[config.mk]
export PLATFORM = sky130hd
export DESIGN_NAME = bit_serializer
export DESIGN_NICKNAME = d
export VERILOG_FILES = /design/src/rtl/bit_serializer.sv
export SDC_FILE = /design/constraint.sdc
export NUM_CORES = 1
export LEC_CHECK = 0
export CAP_MARGIN = 25
export CORE_MARGIN = 2
export CORE_UTILIZATION = 65
export CTS_CLUSTER_DIAMETER = 50
export DETAILED_ROUTE_END_ITERATION = 16
export DONT_BUFFER_PORTS = 1
export PLACE_DENSITY_LB_ADDON = 0.25
export SLEW_MARGIN = 5
export SYNTH_ARGS = -nofsm -noshare
export SYNTH_HDL_FRONTEND = slang
export SYNTH_SLANG_ARGS = --single-unit
[constraint.sdc]
create_clock -name clock -period 4.3 [get_ports clock]
set_clock_uncertainty 0.2 [all_clocks]
set_input_delay 0.645 -clock clock [delete_from_list [all_inputs] [get_ports clock]]
set_output_delay 0.645 -clock clock [all_outputs]
set_load 0.02 [all_outputs]
[src/rtl/bit_serializer.sv]
// rtl/bit_serializer.sv - double-buffered parallel-to-serial converter feeding the sequence detector
module bit_serializer #(
    parameter int WIDTH     = 8,
    parameter bit MSB_FIRST = 1'b1
) (
    input  logic             clock,
    input  logic             reset,
    input  logic [WIDTH-1:0] in_data,
    input  logic             in_valid,
    output logic             in_ready,
    output logic             bit_out,
    output logic             bit_valid,
    output logic             word_start
);

    localparam int            CW   = $clog2(WIDTH);
    localparam logic [CW-1:0] LAST = CW'(WIDTH - 1);

    typedef enum logic {
        IDLE  = 1'b0,
        SHIFT = 1'b1
    } state_t;

    state_t           state_q, state_d;
    logic [WIDTH-1:0] hold_q, hold_d;
    logic             hold_full_q, hold_full_d;
    logic [WIDTH-1:0] shreg_q, shreg_d;
    logic [CW-1:0]    cnt_q, cnt_d;

    logic             accept;
    logic [WIDTH-1:0] shreg_shifted;

    // The holding register frees itself by transferring into shreg, so ready is purely registered.
    assign in_ready = !hold_full_q;
    assign accept   = in_valid && !hold_full_q;

    // Output end is the MSB or LSB; vacated positions fill with zero.
    assign shreg_shifted = MSB_FIRST ? {shreg_q[WIDTH-2:0], 1'b0}
                                     : {1'b0, shreg_q[WIDTH-1:1]};

    // Serial outputs decode from registers only; bit_out is forced low while idle.
    assign bit_valid  = (state_q == SHIFT);
    assign bit_out    = (state_q == SHIFT) && (MSB_FIRST ? shreg_q[WIDTH-1] : shreg_q[0]);
    assign word_start = (state_q == SHIFT) && (cnt_q == '0);

    // Next-state: accept into the hold register, then move held words into shreg at word boundaries.
    always_comb begin
        state_d     = state_q;
        hold_d      = hold_q;
        hold_full_d = hold_full_q;
        shreg_d     = shreg_q;
        cnt_d       = cnt_q;

        if (accept) begin
            hold_d      = in_data;
            hold_full_d = 1'b1;
        end

        case (state_q)
            IDLE: begin
                if (hold_full_q) begin
                    shreg_d     = hold_q;
                    hold_full_d = 1'b0;
                    cnt_d       = '0;
                    state_d     = SHIFT;
                end
            end
            SHIFT: begin
                if (cnt_q != LAST) begin
                    shreg_d = shreg_shifted;
                    cnt_d   = cnt_q + 1'b1;
                end else if (hold_full_q) begin
                    // Reload on the last bit keeps the stream gapless.
                    shreg_d     = hold_q;
                    hold_full_d = 1'b0;
                    cnt_d       = '0;
                end else begin
                    shreg_d = '0;
                    cnt_d   = '0;
                    state_d = IDLE;
                end
            end
            default: begin
                state_d = IDLE;
            end
        endcase
    end

    // State registers; asynchronous reset drops both the in-flight and the held word.
    always_ff @(posedge clock or negedge reset) begin
        if (!reset) begin
            state_q     <= IDLE;
            hold_q      <= '0;
            hold_full_q <= 1'b0;
            shreg_q     <= '0;
            cnt_q       <= '0;
        end else begin
            state_q     <= state_d;
            hold_q      <= hold_d;
            hold_full_q <= hold_full_d;
            shreg_q     <= shreg_d;
            cnt_q       <= cnt_d;
        end
    end

endmodule
==> impl_metrics.yaml <==
status:
  status: "complete, no violations"
die:
  initial_core_util_pct: 70.4
  die_x_um: 44.6
  fp.dieH_um: 44.6
  ios: 15
  die_area_mm2: 0.00199
  design.core.area_mm2: 0.00152
  rows: 14
global_route:
  use_met2_pct: 33.9
  grt_max_degree: 25
  grt_antenna_before_repair: 0
  grt_util_all_layers_pct: 20.1
  grt_util_met3_pct: 2.45
  grt_pass1_vias: 621
  busiest_layer: "met2"
  met1_usage_pct: 26.6
  grt_first_pass_wirelength_um: 2850
  grt.overflow.total: 0
pwr:
  finalPower_uw: 807
  pwr-share-comb_pct: 39.1
  internal_power_uw: 503
  pwr-share-seq_pct: 49.4
  vdd_drop_max_mv: 0.429
  switching_share_pct: 37.7
  power.switching_uw: 305
  power_density_mw_per_mm2: 737
  p_leak_nw: 0.510
  p_clk_share_pct: 11.5
sta:
  finalHoldViolCount: 0
  fin_crit_ps: 2600
  clock.fmax_mhz: 384
  rsz0062_at_grt: "no"
  slew_violations: 0
  min_period_over_period_pct: 60.5
  whs_ps: 279
  finalSetupTns_ps: 0
  slew_headroom_pct: 35.3
  tightest_slew_ps: 971
  setup_viol_count_final: 0
  worst_slack_ps: 1700
synth:
  synthMuxAreaShare_pct: 18.6
  ys_warn_count: 0
  yosys.area.top_type: "dfrtp_1"
  synth_xor_area_share_pct: 0
  synth_seq_area_share_pct: 49.0
  synth_seq_cells: 21
  synth_fa_ha_area_share_pct: 4.66
  synth_simple_gate_area_share_pct: 8.74
  synthesis.area_mm2: 0.00107
  yosys-top-cells-area: "dfrtp_1, mux2_4, o221ai_2"
  syn_inst: 85
  synth_cell_types: 18
  avgSynthCellArea_um2: 12.6
  yosysTopAreaCellShare_pct: 49.0
  synth_top_family_by_area: "multiplexers"
  syn-num-nets: 100
  synth_compound_area_share_pct: 13.6
setup_path:
  crit_fanout: 24
  slowest_delay_ps: 1000
  path_cells: "nand2_1 -> nor2_1"
  cp.arrival_ps: 1760
  worst_ep_required_time_ps: 3450
  endpoint_kind: "output pin"
  crit_type: "register to output pin"
  crit_path_start_kind: "register"
  crit_slowest_cell: "dfrtp_1"
placed_design:
  port_buffers: 0
  dpl.hpwl_um: 1140
  place.gp.congestion: 0.688
  dp_slack_ps: 2000
clock_tree:
  cts.repair.resized: 0
  htreeDepth: 1
  cts_buffers: 3
  clk_pin_slew_ps: 110
  cts_setup_buffers: 0
  clock_path_buffers: 2
  clk-insertion-delay-late_ps: 300
  ctsHoldBuffers: 1
  cts_sinks: 21
  cts-root-buf: "clkbuf_4"
  cts_tree: "yes"
layout:
  antennaDiodeCount: 0
  final_util_pct: 71.8
  area_delta_synth_final_pct: 1.98
  fillers: 118
  drive_gt1_share_pct: 21.2
  multi_input_area_um2: 490
  ff_latch_area_um2: 526
  layout.cells.most_common_list: "dfrtp_1, nand2_1, mux2_4, mux2i_1, nand3_1"
  layout.nets: 101
  layout_commonest_cell: "dfrtp_1"
run:
  cap_viol_max_count: 0
detailed_routing:
  drt_iter0_drc: 4
  detail-route-antenna-nets: 0
  routed_wl_um: 1670
  avgRoutedWirePerCell_um: 16.6
  drcViolationCount: 0
  num_vias: 628
  dr.pass1.iters: 4
  via_per_inst: 6.22
worst_hold_path:
  hp-class: "primary input to register"
## logic make-up (layout without fill, tap and decap cells)
logic type | after synthesis | count (layout)
simple gates | 21 | 21
flops | 21 | 21
mux | 16 | 16
compound gates | 13 | 13
buf+inv | 10 | 10
fa+ha+maj | 4 | 4
## through the flow
| stage | std cells | cell area (µm²) |
|---|---|---|
| 2_1_floorplan | 85 | 1070 |
| 3_3_place_gp | 95 | 1050 |
| 3_5_place_dp | 95 | 1050 |
| 4_1_cts | 100 | 1090 |
| 5_1_grt | 101 | 1090 |
| 6_report | 101 | 1090 |
## worst max-delay path: cells and delay by family (launching register included)
kind | cells | cell delay (ps)
DFF | 1 | 1000
and+or+nand+nor | 2 | 450
## power by group through the flow
stage          registers [mW]  logic [mW]  clock network, mW
6_report                0.399       0.316             0.0926
5_1_grt                 0.415       0.353              0.100
4_1_cts                 0.398       0.318             0.0966
3_5_place_dp            0.403       0.314                  0
3_3_place_gp            0.397       0.297                  0
2_1_floorplan           0.339       0.336                  0
## sequential cells by signal (all words and copies together), names as in the netlist
signal	count
hold_q	8
cnt_q	3
shreg_q	8
bit_valid	1
hold_full_q	1
## final cells by class
class | instances | share of cell area (%)
tap | 16 | 1.83
timing repair buffer | 2 | 1.60
inverter | 4 | 1.37
multi-input combinational | 54 | 44.8
sequential | 21 | 48.0
clock buffer | 4 | 2.40
## cell usage after synthesis
library cell and count:
a22o_1 3, nor2b_1 1, o21ai_1 1, buf_2 4, and2_1 1, o221ai_1 1, nand2_1 8, ha_1 4
nor2_1 3, dfrtp_1 21, inv_1 4, mux2_4 8, nand3_1 8, o221ai_2 6, buf_6 2, a31o_1 1
a21o_1 1, mux2i_1 8
## path summary, 6_finish.rpt
kind	start	endpoint	slack, ps	cells after the start
worst min register to register	hold_q[5]$_DFFE_PN0P_	hold_q[5]$_DFFE_PN0P_	350	1
worst max register to register	hold_full_q$_DFF_PN0_	hold_q[1]$_DFFE_PN0P_	2120	3
min in group asynchronous	reset	shreg_q[2]$_DFFE_PN0P_	710	1
worst min-delay path	in_data[5]	hold_q[5]$_DFFE_PN0P_	280	1
max in group asynchronous	reset	hold_q[1]$_DFFE_PN0P_	2620	1
worst max-delay path	bit_valid$_DFF_PN0_	word_start	1700	2
## layer usage
layer	part of all wire, %	wire length, µm
met1	45	758
met2	50	841
met3	3.0	50
met4	1.3	22
met5	0	0
(Power assumes the default switching activity.)
